### src/rtl/stack_arbiter_if.sv
// Bundle between two requesters, the arbiter and the shared stack datapath.
// Handshake: a requester raises req with op/wdata stable and holds it until a one-cycle ack; err qualifies ack.
interface stack_arbiter_if #(parameter int DW = 8);
  logic          a_req;
  logic          a_op;
  logic [DW-1:0] a_wdata;
  logic          a_ack;
  logic          a_err;
  logic [DW-1:0] a_rdata;
  logic          b_req;
  logic          b_op;
  logic [DW-1:0] b_wdata;
  logic          b_ack;
  logic          b_err;
  logic [DW-1:0] b_rdata;
  logic          stk_push;
  logic          stk_pop;
  logic [DW-1:0] stk_din;
  logic [DW-1:0] stk_dout;
  logic          stk_full;
  logic          stk_empty;
  logic          busy;
  logic          gnt_b;
  logic [1:0]    dbg_state;

  modport slave (
    input  a_req, a_op, a_wdata, b_req, b_op, b_wdata, stk_dout, stk_full, stk_empty,
    output a_ack, a_err, a_rdata, b_ack, b_err, b_rdata, stk_push, stk_pop, stk_din,
           busy, gnt_b, dbg_state
  );

  modport master (
    output a_req, a_op, a_wdata, b_req, b_op, b_wdata, stk_dout, stk_full, stk_empty,
    input  a_ack, a_err, a_rdata, b_ack, b_err, b_rdata, stk_push, stk_pop, stk_din,
           busy, gnt_b, dbg_state
  );
endinterface

### src/rtl/stack_arbiter.sv
// Round-robin arbiter sharing one stack between requesters A and B.
// Each grant walks IDLE -> ISSUE -> WAIT -> RESP; all outputs registered.
module stack_arbiter #(
  parameter int DW = 8
) (
  input  logic           clk,
  input  logic           RstN,
  stack_arbiter_if.slave arb
);

  typedef enum logic [1:0] {IDLE = 2'd0, ISSUE = 2'd1, WAIT = 2'd2, RESP = 2'd3} state_t;

  state_t        r_state;
  logic          r_ptr_b;
  logic          r_gnt_b;
  logic          r_op;
  logic          r_err;
  logic          r_push;
  logic          r_pop;
  logic          r_busy;
  logic [DW-1:0] r_din;
  logic          r_a_ack;
  logic          r_a_err;
  logic [DW-1:0] r_a_rdata;
  logic          r_b_ack;
  logic          r_b_err;
  logic [DW-1:0] r_b_rdata;

  logic          w_any;
  logic          w_pick_b;
  logic          w_op;
  logic [DW-1:0] w_wdata;
  logic          w_err;

  // B wins when it is the only requester, or both request and the pointer favours B.
  assign w_any    = arb.a_req | arb.b_req;
  assign w_pick_b = arb.b_req & (~arb.a_req | r_ptr_b);
  assign w_op     = w_pick_b ? arb.b_op : arb.a_op;
  assign w_wdata  = w_pick_b ? arb.b_wdata : arb.a_wdata;
  assign w_err    = w_op ? arb.stk_full : arb.stk_empty;

  always_ff @(posedge clk) begin
    if (!RstN) begin
      r_state   <= IDLE;
      r_ptr_b   <= 1'b0;
      r_gnt_b   <= 1'b0;
      r_op      <= 1'b0;
      r_err     <= 1'b0;
      r_push    <= 1'b0;
      r_pop     <= 1'b0;
      r_busy    <= 1'b0;
      r_din     <= '0;
      r_a_ack   <= 1'b0;
      r_a_err   <= 1'b0;
      r_a_rdata <= '0;
      r_b_ack   <= 1'b0;
      r_b_err   <= 1'b0;
      r_b_rdata <= '0;
    end else begin
      case (r_state)
        IDLE: begin
          if (w_any) begin
            r_gnt_b <= w_pick_b;
            r_ptr_b <= ~w_pick_b;
            r_op    <= w_op;
            r_err   <= w_err;
            r_din   <= w_wdata;
            r_push  <= w_op & ~w_err;
            r_pop   <= ~w_op & ~w_err;
            r_busy  <= 1'b1;
            r_state <= ISSUE;
          end
        end
        ISSUE: begin
          r_push  <= 1'b0;
          r_pop   <= 1'b0;
          r_state <= WAIT;
        end
        WAIT: begin
          // Stack Data_Out is valid here, one cycle after the pop pulse.
          if (r_gnt_b) begin
            r_b_ack <= 1'b1;
            r_b_err <= r_err;
            if (!r_op && !r_err) r_b_rdata <= arb.stk_dout;
          end else begin
            r_a_ack <= 1'b1;
            r_a_err <= r_err;
            if (!r_op && !r_err) r_a_rdata <= arb.stk_dout;
          end
          r_state <= RESP;
        end
        RESP: begin
          r_a_ack <= 1'b0;
          r_a_err <= 1'b0;
          r_b_ack <= 1'b0;
          r_b_err <= 1'b0;
          r_busy  <= 1'b0;
          r_state <= IDLE;
        end
        default: r_state <= IDLE;
      endcase
    end
  end

  assign arb.a_ack     = r_a_ack;
  assign arb.a_err     = r_a_err;
  assign arb.a_rdata   = r_a_rdata;
  assign arb.b_ack     = r_b_ack;
  assign arb.b_err     = r_b_err;
  assign arb.b_rdata   = r_b_rdata;
  assign arb.stk_push  = r_push;
  assign arb.stk_pop   = r_pop;
  assign arb.stk_din   = r_din;
  assign arb.busy      = r_busy;
  assign arb.gnt_b     = r_gnt_b;
  assign arb.dbg_state = r_state;

endmodule

### src/flat_wrapper.sv
// flat-port wrapper written by rule: the top's interface ports become plain ports
module stack_arbiter_flat 
#(
  parameter int DW = 8
)
  (clk, RstN, arb_a_req, arb_a_op, arb_a_wdata, arb_b_req, arb_b_op, arb_b_wdata, arb_stk_dout, arb_stk_full, arb_stk_empty, arb_a_ack, arb_a_err, arb_a_rdata, arb_b_ack, arb_b_err, arb_b_rdata, arb_stk_push, arb_stk_pop, arb_stk_din, arb_busy, arb_gnt_b, arb_dbg_state);
  stack_arbiter_if #(.DW(DW)) arb_i ();
  input  logic clk;
  input  logic RstN;
  input wire logic [$bits(arb_i.a_req)-1:0] arb_a_req;
  input wire logic [$bits(arb_i.a_op)-1:0] arb_a_op;
  input wire logic [$bits(arb_i.a_wdata)-1:0] arb_a_wdata;
  input wire logic [$bits(arb_i.b_req)-1:0] arb_b_req;
  input wire logic [$bits(arb_i.b_op)-1:0] arb_b_op;
  input wire logic [$bits(arb_i.b_wdata)-1:0] arb_b_wdata;
  input wire logic [$bits(arb_i.stk_dout)-1:0] arb_stk_dout;
  input wire logic [$bits(arb_i.stk_full)-1:0] arb_stk_full;
  input wire logic [$bits(arb_i.stk_empty)-1:0] arb_stk_empty;
  output wire logic [$bits(arb_i.a_ack)-1:0] arb_a_ack;
  output wire logic [$bits(arb_i.a_err)-1:0] arb_a_err;
  output wire logic [$bits(arb_i.a_rdata)-1:0] arb_a_rdata;
  output wire logic [$bits(arb_i.b_ack)-1:0] arb_b_ack;
  output wire logic [$bits(arb_i.b_err)-1:0] arb_b_err;
  output wire logic [$bits(arb_i.b_rdata)-1:0] arb_b_rdata;
  output wire logic [$bits(arb_i.stk_push)-1:0] arb_stk_push;
  output wire logic [$bits(arb_i.stk_pop)-1:0] arb_stk_pop;
  output wire logic [$bits(arb_i.stk_din)-1:0] arb_stk_din;
  output wire logic [$bits(arb_i.busy)-1:0] arb_busy;
  output wire logic [$bits(arb_i.gnt_b)-1:0] arb_gnt_b;
  output wire logic [$bits(arb_i.dbg_state)-1:0] arb_dbg_state;
  assign arb_i.a_req = arb_a_req;
  assign arb_i.a_op = arb_a_op;
  assign arb_i.a_wdata = arb_a_wdata;
  assign arb_i.b_req = arb_b_req;
  assign arb_i.b_op = arb_b_op;
  assign arb_i.b_wdata = arb_b_wdata;
  assign arb_i.stk_dout = arb_stk_dout;
  assign arb_i.stk_full = arb_stk_full;
  assign arb_i.stk_empty = arb_stk_empty;
  assign arb_a_ack = arb_i.a_ack;
  assign arb_a_err = arb_i.a_err;
  assign arb_a_rdata = arb_i.a_rdata;
  assign arb_b_ack = arb_i.b_ack;
  assign arb_b_err = arb_i.b_err;
  assign arb_b_rdata = arb_i.b_rdata;
  assign arb_stk_push = arb_i.stk_push;
  assign arb_stk_pop = arb_i.stk_pop;
  assign arb_stk_din = arb_i.stk_din;
  assign arb_busy = arb_i.busy;
  assign arb_gnt_b = arb_i.gnt_b;
  assign arb_dbg_state = arb_i.dbg_state;
  stack_arbiter #(.DW(DW)) u_core (.clk(clk), .RstN(RstN), .arb(arb_i));
endmodule
### config.mk
export PLATFORM = sky130hd
export DESIGN_NAME = stack_arbiter_flat
export DESIGN_NICKNAME = d
export VERILOG_FILES = /design/src/rtl/stack_arbiter_if.sv /design/src/rtl/stack_arbiter.sv /design/src/flat_wrapper.sv
export SDC_FILE = /design/constraint.sdc
export NUM_CORES = 1
export LEC_CHECK = 0
export BUFFER_PORTS_ARGS = -buffer_cell sky130_fd_sc_hd__buf_2
export CORE_UTILIZATION = 41
export CTS_BUF_LIST = sky130_fd_sc_hd__clkbuf_16
export CTS_CLUSTER_DIAMETER = 30
export DETAILED_ROUTE_END_ITERATION = 16
export GPL_TIMING_DRIVEN = 0
export PLACE_DENSITY_LB_ADDON = 0.12
export SYNTH_ARGS = -nofsm -noshare
export SYNTH_HDL_FRONTEND = slang
export SYNTH_SLANG_ARGS = --single-unit
### constraint.sdc
create_clock -name clk -period 2.22 [get_ports clk]
set_clock_uncertainty 0.2 [all_clocks]
set_input_delay 0.444 -clock clk [delete_from_list [all_inputs] [get_ports clk]]
set_output_delay 0.444 -clock clk [all_outputs]
set_load 0.05 [all_outputs]
==> impl_results.md, run 1 <==
- Least-Margin Pin Slew: between 500 and 600 ps
- Max incr delay on CP: 400 ps
- Final worst setup slack: just under 300 ps
- Fin. Hold Viols: 0
- Worst reg2reg endpoint: u_core.arb.stk_din[5]
- Kind of critical path: reg2reg
- Slew Limit Fails: 0
- Via/cell ratio: ~5.0
- Initial Utilization: 0.441
- Worst Path Arrival: between 1500 and 2000 ps
- Worst Setup SP: u_core.arb.dbg_state[0]
- Final cycle utilization of the critical path: 0.868
- # resized after CTS: 0
- First-pass GRT wire length: 5860 um
- GRT Resource Usage Total: 0.188
- Syn Area/Cell: 8.43 um^2
- Number of buffers added for setup after CTS: 0
- CTS tree: yes
- Worst skew pair latency: roughly 270 ps
- Most common cell after layout, fill and taps aside: buf_2
- Worst path depth: 7
- Clock slew at reported path FFs: about 50 ps
- Most frequent cell on the critical path: buf_2
- Mapped Cells: between 150 and 200
- Pleak: roughly 0.00095 uW
- Reg2Reg Depth: 7
- CP delay by family, top: buffers and inverters
- Power per cell area: ~1200 nW/um^2
- # IOs: 66
- Hold_sp: arb_stk_full
- RSZ-0062 raised after global routing: no
- R2r startpoint: u_core.arb.dbg_state[0]
- Antenna diodes: 0
- Final net count: between 200 and 300
- Fin Setup TNS: 0 ps
- Placement Rows: 21
- Syn Std Cell Area: 1520 um^2
- Initial antenna violation count: 0
- Largest net degree at the start of global routing: 12
- Crit path to: u_core.arb.stk_din[5]
- CTS H-Tree Depth: 2
- Final core occ: 0.598
- CTS root buf: clkbuf_16
- CTS Hold Bufs: 0
- Post-DP HPWL: about 2600 um
- Drt pass-1 iters: 4
- Layout cells sized above 1: 0.321
- # DRC: 0
- Filler cell count: approximately 320
- R2R Setup Slk: around 290 ps
- Die ar.: about 3900 um^2
- Routability cong.: roughly 0.76
- Relative slew slack: 0.658
- Peak VDD IR: 0.728 mV
- Area growth syn-to-layout: 35.6%
- Post-synth ARST share: 0
- Max stage delay cell, worst path: dfxtp_1
- # clock sinks: 37
- Clock Path Buffers: 2
- Initial drt markers: between 80 and 90
- Core area: approximately 3400 um^2
- Sequential area share after synthesis: 0.488
- Vias in the first global route: about 1,300
- Peak Freq: ~520 MHz
- ANT nets after route: 0
- Worst Path Required: about 2200 ps
- Setup crit start kind: register
- Netlist cell types: 33
- Cell chain of the critical path: inv_1, ha_1, buf_2, o211a_1, buf_2, a222oi_1, nor2_1
- Ys Warns: 0
- Outcome: finished, final reports clean
- Number of port buffers: 64
- WL per Instance: roughly 12 um
- Worst min-delay path class: in2reg
- Crit path max fanout: 10
- Die Wd: 62.8 um
- CTS Buf Count: 5
- Post-synth EDFFs: 0
- Most frequent cells in the layout: buf_2 (68), nand2_1 (44), dfxtp_1 (37)
- Via count: between 1,000 and 1,500
- Worst slack at placement: about 320 ps
- Hold path cells: 2
- CP bufs+invs: 3
- Top FF cell, synth: dfxtp_1
- Post-synth net total: approximately 220
- Die Ht: 62.8 um
- Congestion Overflow GR: 0
- Min cycle time layout: between 1500 and 2000 ps
- Final setup fails: 0
- Crit path capture type: register
- #FFs+latches synth: 37
- Number of max-cap violations: 0
- Total wire length: about 3500 um
[routing by layer]
metal  GRT usage  wire length, um  vias to the layer above
met5           0                0                        -
met4      0.0785               48                        0
met3      0.0511              204                        6
met2       0.306             1610                       47
met1       0.232             1640                      672
li1            -                -                      770
[power breakdown]
part	leakage, uW	total, uW	switching, uW	internal, uW
Sequential	0.000302	857	82.4	775
Clock	0.0000826	771	250	521
Combinational	0.000566	914	649	266
Total	0.000950	2540	982	1560
[registers in the layout, summed over array words and instances, names as in the netlist]
register,flops
u_core.arb.stk_push,1
u_core.arb.dbg_state,2
u_core.arb.a_err,1
u_core.r_ptr_b,1
u_core.r_op,1
u_core.arb.busy,1
u_core.arb.b_ack,1
u_core.arb.stk_pop,1
u_core.arb.stk_din,8
u_core.arb.b_err,1
u_core.arb.a_ack,1
u_core.arb.a_rdata,8
u_core.arb.b_rdata,8
u_core.arb.gnt_b,1
u_core.r_err,1
[cell type report]
type,count,area (um^2),share of cell area
buffer,8,38.8,0.0188
clock buffer,5,125,0.0608
clock inverter,3,37.5,0.0182
inverter,5,18.8,0.00912
multi-input combinational,130,719,0.350
sequential,37,741,0.360
tap,46,57.6,0.0280
timing repair buffer,64,320,0.156
[synthesized netlist by cell type (3+ instances only)]
master | instances | area share
inv_1 | 3 | 0.0074
ha_1 | 5 | 0.041
clkbuf_1 | 3 | 0.0074
nand2_1 | 44 | 0.11
dfxtp_1 | 37 | 0.49
buf_2 | 4 | 0.013
nor2_1 | 16 | 0.040
a21oi_1 | 25 | 0.082
a222oi_1 | 8 | 0.053
o21ai_0 | 8 | 0.026
[worst min path at each step]
stage	end	slack, ps
floorplan	u_core.arb.b_err	290
global placement	u_core.arb.b_rdata[3]	240
detailed placement	u_core.arb.b_rdata[3]	240
CTS	u_core.arb.stk_push	180
global route	u_core.arb.stk_push	200
finish	u_core.arb.stk_push	190
[per-stage QoR]
| step | hold WS, ps | cell area [um^2] | cells | power (uW) |
|---|---|---|---|---|
| CTS | 184 | 2060 | 298 | 2560 |
| global route | 198 | 2060 | 298 | 2680 |
| global placement | 240 | 1900 | 290 | 1780 |
| detailed placement | 244 | 1900 | 290 | 1780 |
| floorplan | 293 | 1520 | 180 | 1570 |
| finish | 188 | 2060 | 298 | 2540 |
[cell families (layout without fill, tap and decap cells)]
logic type,count (synthesis),in the layout,share of synthesized area
simple gates,71,71,0.197
fa+ha+maj,5,5,0.0412
mux,2,2,0.0140
compound gates,52,52,0.222
buf+inv,13,85,0.0379
flops,37,37,0.488
[worst reg2reg max path, stage by stage (launching register included)]
cell,delay [ps]
dfxtp_1,400
inv_1,110
ha_1,240
buf_2,180
o211a_1,140
buf_2,170
a222oi_1,300
nor2_1,60
No activity file was read; power rests on OpenSTA's default activity.
==> run 2: changes to the inputs <==
Settings changed: PLACE_DENSITY set to 0.7, PLACE_DENSITY_LB_ADDON 0.12 to not set.
==> run 2 against run 1 <==
Non-clock buffer count unchanged. Highest routed layer unchanged. Largest cell class unchanged. Global-route usage grew 0.88 points. Critical endpoint is now u_core.arb.stk_din[6]. Count of clock-buffer cells in the layout did not move. Clock power is essentially flat.
==> impl_results.md, run 2 (synthesized netlist as in run 1, its figures left out) <==
- Worst min-delay path class: in2reg
- Outcome: finished, final reports clean
- Peak VDD IR: around 0.6 mV
- Worst path depth: 7
- Max stage delay cell, worst path: dfxtp_1
- Design area: 2060 um^2
- Pleak: between 0.0009 and 0.001 uW
- Most frequent cells in the layout: buf_2 (68), nand2_1 (44), dfxtp_1 (37)
- CTS Buf Count: 5
- Reg2Reg Depth: 7
- Drt pass-1 iters: 4
- Relative slew slack: 0.646
- Die Ht: about 63 um
- Final core occ: 0.598
- Crit path capture type: register
- Number of buffers added for setup after CTS: 0
- Peak Freq: 524 MHz
- R2r startpoint: u_core.arb.dbg_state[0]
- Most frequent cell on the critical path: buf_2
- WL per Instance: around 12 um
- Final setup fails: 0
- Core area: 3440 um^2
- Die ar.: a little under 4000 um^2
- Via/cell ratio: 5.11
- # IOs: 66
- R2R Setup Slk: approximately 310 ps
- Least-Margin Pin Slew: about 530 ps
- Slew Limit Fails: 0
- ANT nets after route: 0
- Crit path to: u_core.arb.stk_din[6]
- # DRC: 0
- Final Non-Filler Cells: 298
- Crit path max fanout: 10
- Congestion Overflow GR: 0
- Layout cells sized above 1: 0.321
- Initial antenna violation count: 0
- Post-DP HPWL: 2690 um
- Min Hold Slack: around 180 ps
- Number of port buffers: 64
- Final cycle utilization of the critical path: 0.860
- CTS H-Tree Depth: 2
- # clock sinks: 37
- CTS Hold Bufs: 0
- Total wire length: about 3600 um
- Clock Path Buffers: 2
- Via count: 1,522
- Setup crit start kind: register
- Fin Setup TNS: 0 ps
- # resized after CTS: 0
- Fin. Hold Viols: 0
- Most common cell after layout, fill and taps aside: buf_2
- Initial Utilization: 0.441
- CP bufs+invs: 3
- RSZ-0062 raised after global routing: no
- CTS tree: yes
- Clock slew at reported path FFs: roughly 50 ps
- Min cycle time layout: roughly 1900 ps
- First-pass GRT wire length: between 6000 and 7000 um
- Final net count: 288
- Power per cell area: 1240 nW/um^2
- Area growth syn-to-layout: 35.6%
- Worst Path Arrival: 1860 ps
- Cell chain of the critical path: inv_1, ha_1, buf_2, o211a_1, buf_2, a222oi_1, nor2_1
- Worst reg2reg endpoint: u_core.arb.stk_din[6]
- GRT Resource Usage Total: 0.197
- Worst Path Required: 2170 ps
- Placement Rows: 21
- Initial drt markers: 117
- Vias in the first global route: 1,413
- Worst skew pair latency: around 270 ps
- Largest net degree at the start of global routing: 12
- Antenna diodes: 0
- Die Wd: 62.8 um
- Cells after DPL: just under 300
- Post-DP Area: roughly 1900 um^2
- Routability cong.: 0.779
- CP delay by family, top: buffers and inverters
- Kind of critical path: reg2reg
- CTS root buf: clkbuf_16
- Max incr delay on CP: 410 ps
- Worst Setup SP: u_core.arb.dbg_state[0]
- Number of max-cap violations: 0
==> run 2: worst min-delay path by stage <==
stage,cells past startpoint,endpoint,start,slack [ps]
floorplan,2,u_core.arb.b_err,u_core.r_err,290
global placement,2,u_core.arb.a_rdata[3],u_core.arb.a_rdata[3],240
detailed placement,2,u_core.arb.b_rdata[7],u_core.arb.b_rdata[7],240
CTS,2,u_core.arb.stk_push,arb_stk_full,180
global route,2,u_core.arb.stk_push,arb_stk_full,190
finish,2,u_core.arb.stk_push,arb_stk_full,180
==> run 2: where the power goes <==
group | total (uW) | switching [uW] | internal [uW]
clock | 772 | 252 | 521
sequential | 860 | 84.8 | 775
combinational | 913 | 649 | 265
==> run 2: worst register-to-register path, stage by stage (launching register included) <==
cell	delay (ps)
dfxtp_1	410
inv_1	110
ha_1	230
buf_2	180
o211a_1	130
buf_2	160
a222oi_1	300
nor2_1	70
==> run 2: cell type report <==
cell class                 count  area, um^2
tap                           46        57.6
buffer                         8        38.8
timing repair buffer          64         320
fill                         320        1380
clock buffer                   5         125
multi-input combinational    130         719
sequential                    37         741
inverter                       5        18.8
clock inverter                 3        37.5
==> run 2: layer usage <==
| layer | up-vias | track usage | routed length (um) |
|---|---|---|---|
| met3 | 7 | 0.0657 | 223 |
| met2 | 55 | 0.314 | 1650 |
| met4 | 0 | 0.0698 | 48 |
| met5 | - | 0 | 0 |
| li1 | 777 | - | - |
| met1 | 683 | 0.245 | 1670 |
==> run 2: through the flow <==
| stage | setup slack [ps] | power (uW) |
|---|---|---|
| 5_1_grt | 148 | 2690 |
| 3_3_place_gp | 332 | 1780 |
| 2_1_floorplan | 85.5 | 1570 |
| 6_report | 311 | 2550 |
| 3_5_place_dp | 316 | 1780 |
| 4_1_cts | 317 | 2560 |
